`src/rtl/reg_pipe_n_pkg.sv`:
```
// Shared defaults and elaboration helpers for the reg_pipe_n elastic pipeline.
package reg_pipe_n_pkg;

  localparam int DEFAULT_WIDTH = 100;
  localparam int DEFAULT_DEPTH = 2;

  // Smallest w such that 2**w >= n; sizes the occupancy counter.
  function automatic int clog2(input int n);
    int w;
    w = 0;
    while ((1 << w) < n) w++;
    return w;
  endfunction

endpackage

```
`src/rtl/reg_pipe_n_pipe_stage.sv`:
```
// One pipeline stage: a valid flop plus a payload register that only loads real data.
module pipe_stage
  import reg_pipe_n_pkg::*;
#(
  parameter int WIDTH = DEFAULT_WIDTH
) (
  input  logic             clk,
  input  logic             reset,
  input  logic             load,
  input  logic             clear,
  input  logic             src_v,
  input  logic [WIDTH-1:0] src_d,
  output logic             v,
  output logic [WIDTH-1:0] d
);

  // Clear squashes only the valid bit; payload is left in place to save toggles.
  always_ff @(posedge clk or negedge reset) begin
    if (!reset) begin
      v <= 1'b0;
      d <= '0;
    end else if (clear) begin
      v <= 1'b0;
    end else if (load) begin
      v <= src_v;
      if (src_v) d <= src_d;
    end
  end

endmodule

```
`src/rtl/reg_pipe_n.sv`:
```
// Elastic WIDTH x DEPTH pipeline register with per-stage valid, global hold and flush.
module reg_pipe_n
  import reg_pipe_n_pkg::*;
#(
  parameter  int WIDTH = DEFAULT_WIDTH,
  parameter  int DEPTH = DEFAULT_DEPTH,
  localparam int CNT_W = clog2(DEPTH + 1)
) (
  input  logic             clk,
  input  logic             reset,
  input  logic             wE,
  input  logic             flush,
  input  logic             in_valid,
  output logic             in_ready,
  input  logic [WIDTH-1:0] in_data,
  output logic             out_valid,
  input  logic             out_ready,
  output logic [WIDTH-1:0] out_data,
  output logic [CNT_W-1:0] count
);

  // Handshake: a word moves across a port on a rising edge only when valid and
  // ready are both high in that cycle; valid never depends on ready at either port.

  logic [DEPTH-1:0] v;
  logic [WIDTH-1:0] d     [DEPTH];
  logic [DEPTH-1:0] src_v;
  logic [WIDTH-1:0] src_d [DEPTH];
  logic [DEPTH-1:0] load;
  logic [DEPTH-1:0] v_nxt;
  logic [DEPTH:0]   r;
  logic             clear;
  logic [CNT_W-1:0] cnt_nxt;

  // A stage can take a new word if it is empty or its occupant is moving on.
  always_comb begin
    r        = '0;
    r[DEPTH] = out_ready;
    for (int i = DEPTH - 1; i >= 0; i--) begin
      r[i] = ~v[i] | r[i+1];
    end
  end

  assign clear = wE & flush;

  for (genvar i = 0; i < DEPTH; i++) begin : g_stage
    if (i == 0) begin : g_head
      assign src_v[i] = in_valid;
      assign src_d[i] = in_data;
    end else begin : g_body
      assign src_v[i] = v[i-1];
      assign src_d[i] = d[i-1];
    end

    assign load[i]  = wE & ~flush & r[i];
    assign v_nxt[i] = clear ? 1'b0 : (load[i] ? src_v[i] : v[i]);

    pipe_stage #(.WIDTH(WIDTH)) u_stage (
      .clk   (clk),
      .reset (reset),
      .load  (load[i]),
      .clear (clear),
      .src_v (src_v[i]),
      .src_d (src_d[i]),
      .v     (v[i]),
      .d     (d[i])
    );
  end

  // Occupancy is registered from the next-state valids so it tracks v edge for edge.
  always_comb begin
    cnt_nxt = '0;
    for (int i = 0; i < DEPTH; i++) begin
      cnt_nxt = cnt_nxt + CNT_W'(v_nxt[i]);
    end
  end

  always_ff @(posedge clk or negedge reset) begin
    if (!reset) count <= '0;
    else        count <= cnt_nxt;
  end

  assign in_ready  = wE & r[0] & reset;
  assign out_valid = wE & v[DEPTH-1];
  assign out_data  = d[DEPTH-1];

endmodule

```
`config.mk`:
```
export PLATFORM = sky130hd
export DESIGN_NAME = reg_pipe_n
export DESIGN_NICKNAME = d
export VERILOG_FILES = /design/src/rtl/reg_pipe_n_pkg.sv /design/src/rtl/reg_pipe_n_pipe_stage.sv /design/src/rtl/reg_pipe_n.sv
export SDC_FILE = /design/constraint.sdc
export NUM_CORES = 1
export LEC_CHECK = 0
export ABC_AREA = 1
export CAP_MARGIN = 40
export CORE_UTILIZATION = 54
export DETAILED_ROUTE_END_ITERATION = 8
export PLACE_DENSITY_LB_ADDON = 0.3
export RECOVER_POWER = 100
export SETUP_SLACK_MARGIN = 0.4
export SLEW_MARGIN = 0
export SYNTH_ARGS = -nofsm -noshare
export SYNTH_HDL_FRONTEND = slang
export SYNTH_SLANG_ARGS = --single-unit
export TNS_END_PERCENT = 100
```
`constraint.sdc`:
```
create_clock -name clk -period 2.9 [get_ports clk]
set_clock_uncertainty 0.15 [all_clocks]
set_input_delay 0.58 -clock clk [delete_from_list [all_inputs] [get_ports clk]]
set_output_delay 0.58 -clock clk [all_outputs]
set_load 0.03 [all_outputs]
```
==> out/metrics.yaml <==
drt:
  via_per_inst: 4.77
  vias: 6290
  first_pass_iters: 5
  wl_met2_mm: 9.68
  first_iter_violations: 330
  ant_nets: 0
  post_drt_wl_per_cell_um: 14.3
  routed_wl_mm: 18.9
  routed-wl-met3_mm: 1.02
  met1_length_mm: 7.75
  routed.top_layer: "met4"
  drc: 0
synthesis:
  synth-simple-area-share_pct: 18.7
  async_flop_share_pct: 100
  synth_area_um2: 9330
  synthMuxAreaShare_pct: 0
  synthCells: 982
  yosysTopAreaCell: "dfrtp_1"
  synth_top_area_share_pct: 54.7
  synth_top_family_by_area: "simple AND/OR/NAND/NOR gates"
  synth_edf_count: 0
  ys_ff_latch: 204
  synth-xor-area-share_pct: 0
  yosysUniqueCellTypes: 17
  synth_nets: 1089
  synthTopCellsByCount: "307 x nand2_1, 204 x dfrtp_1, 107 x inv_1"
  postSynthAreaPerCell_um2: 9.50
  synth_compound_area_share_pct: 9.04
  synth-seq-area-share_pct: 54.7
  yosys_warnings: 0
  synth.area.top_cells: "dfrtp_1 55%, nand2_1 12%, o21ai_2 8.5%, buf_4 8.1%, nand3_1 5.0%"
  synth.most_common_cell: "nand2_1"
  synth_flop_cell: "dfrtp_1"
  synthAdderAreaFrac_pct: 0.134
floorplanning:
  coreArea_um2: 16700
  die_area_um2: 17800
  die_w_um: 133
  initial_core_util_pct: 55.8
  die_h_um: 133
  num_rows: 47
  ios: 210
timing:
  slew_violations: 0
  fin_crit_sh_pct: 85.1
  slew_headroom_pct: 19.8
  setup_viol: 0
  finalHoldViolations: 0
  fin_crit_ps: 2470
  worst_pin_slew_ps: 1200
  grt_setup_unrepaired: "false"
  timing.fmax_mhz: 405
  fin_tns_setup_ps: 0
setup_path:
  r2r-start: "g_stage[1].u_stage.v$_DFF_PN0_"
  r2r_setup_slack_ps: 770
  critPathMaxFanout: 12
  crit_path_max_incr_delay_ps: 530
  cp_data_required_time_ps: 2170
  cpMaxStageDelayCell: "dlygate4sd3_1"
  endpoint: "in_ready"
  crit_arrival_ps: 1740
  startpoint_type: "input port"
  cp_top_family: "buffers and inverters"
  rr_worst_depth: 4
  cp_cell_sequence: "dlygate4sd3_1, clkbuf_8, nand3_1, inv_1, clkbuf_1"
  worst-path-stages: 5
  critPathLaunch: "reset"
  crit_buf_inv: 4
  crit_type: "input port to primary output"
  cp-end-kind: "primary output"
  r2r_end: "g_stage[1].u_stage.d[54]$_DFFE_PN0P_"
cts:
  clkSinkCount: 204
  cts_tree: "yes"
  cts_buffers: 22
  clock_latency_ps: 500
  h-tree-depth: 1
  clk_pin_slew_ps: 60
  post-cts-setup-buffers: 0
  cts_buffer_depth: 3
  cts_root_buf: "clkbuf_16"
place:
  dp_cells: 1277
  dp_hpwl_mm: 12.3
  port_buffers: 209
  gp_congestion: 0.792
final_layout:
  antenna_cells: 0
  finalNonFillerCells: 1318
  drive_gt1_share_pct: 6.19
  n_fill_cell: 1436
  syn_to_final_growth_pct: 18.9
  nNetsFinal: 1189
global_route:
  track_usage_pct: 21.7
  grt_pass1_vias: 6090
  antenna_found_initial: 0
  grt_start_max_net_pins: 88
  grt.overflow.total: 0
  grt_pass1_wl_mm: 30.9
pwr:
  peakVddDrop_v: 0.000637
  leakage_nw: 5.74
  power_density_nw_per_um2: 841
flow_run:
  cap_violations: 0
hold_path:
  hold_path.class: "input port to asynchronous set/reset pin"
status:
  outcome: "complete, no violations"
cells in the final DEF (no fill, tap or decap), drive strengths merged:
| master | count |
|---|---|
| bufinv | 2 |
| clkinv | 4 |
| dlygate4sd3 | 104 |
| o21ai | 100 |
| inv | 108 |
| buf | 11 |
| a21oi | 1 |
| nand3 | 104 |
| dfrtp | 204 |
| clkbuf | 45 |
| dlygate4sd2 | 1 |
| nor2 | 2 |
| nand2 | 308 |
| ha | 1 |
| clkdlybuf4s50 | 103 |
cell type report:
class | count | area (µm²) | share of cell area, %
multi-input cells | 516 | 2280 | 20.6
flip-flops and latches | 204 | 5100 | 46.0
inverters | 108 | 405 | 3.66
clock inverters | 6 | 86.3 | 0.778
repair buffers | 230 | 2270 | 20.4
well taps | 220 | 275 | 2.48
clock buffers | 34 | 667 | 6.01
worst reg2reg max path: cells and delay by family (launching register included):
family / cells / cell delay [ps]
compound gates: 1 / 230
buf+inv: 1 / 740
flops: 1 / 440
simple gates: 2 / 390
through the flow:
stage               hold WS, ps  area, µm²  total power [mW]  utilization (%)  worst slack [ps]
detailed placement          275      10700              6.93             64.3               248
floorplan                   134       9330              6.23                -               826
finish                      306      11100              9.33             66.4               431
global route                299      11100              9.82             66.4               320
CTS                         301      11500              9.85             68.9               519
global placement            273      10700              6.84             64.2               259
logic make-up (layout without fill, tap and decap cells):
logic type | count (synthesis) | after routing
and+or+nand+nor | 414 | 414
buffers and inverters | 262 | 378
DFF | 204 | 204
AOI/OAI and AO/OA | 101 | 101
adders and majority gates | 1 | 1
sequential cells by signal, summed over array words and instances, names as in the netlist:
register           cells
g_stage.u_stage.d    200
g_stage.u_stage.v      2
count                  2
routing by layer:
layer / global-route usage, % / up-vias
met5: 0 / -
met4: 6.44 / 0
met3: 3.88 / 32
met2: 38.0 / 151
met1: 27.6 / 2972
li1: - / 3135
timing repair:
item | 4_1_cts | 5_1_grt
hold endpoints to repair | 8 | 0
endpoints found under the setup margin | 1 | 0
hold buffers | 1 | 0
gates resized for setup | 1 | 0
worst min path at each step:
stage	from	end	slack [ps]	cells after the start
after floorplan	reset	count[0]$_DFF_PN0_	130	0
after global placement	reset	g_stage[1].u_stage.d[88]$_DFFE_PN0P_	270	1
after detailed placement	reset	g_stage[1].u_stage.d[88]$_DFFE_PN0P_	280	1
after CTS	reset	g_stage[1].u_stage.d[88]$_DFFE_PN0P_	300	2
after global routing	reset	g_stage[1].u_stage.d[88]$_DFFE_PN0P_	300	2
final	reset	g_stage[1].u_stage.d[88]$_DFFE_PN0P_	310	2
where the power goes:
group,internal [mW],switching (mW),leakage [nW],total (mW)
logic,0.997,1.61,2.76,2.60
clock network,1.76,1.11,0.373,2.87
registers,3.50,0.355,2.60,3.86
Power figures use the tool's default switching activity.
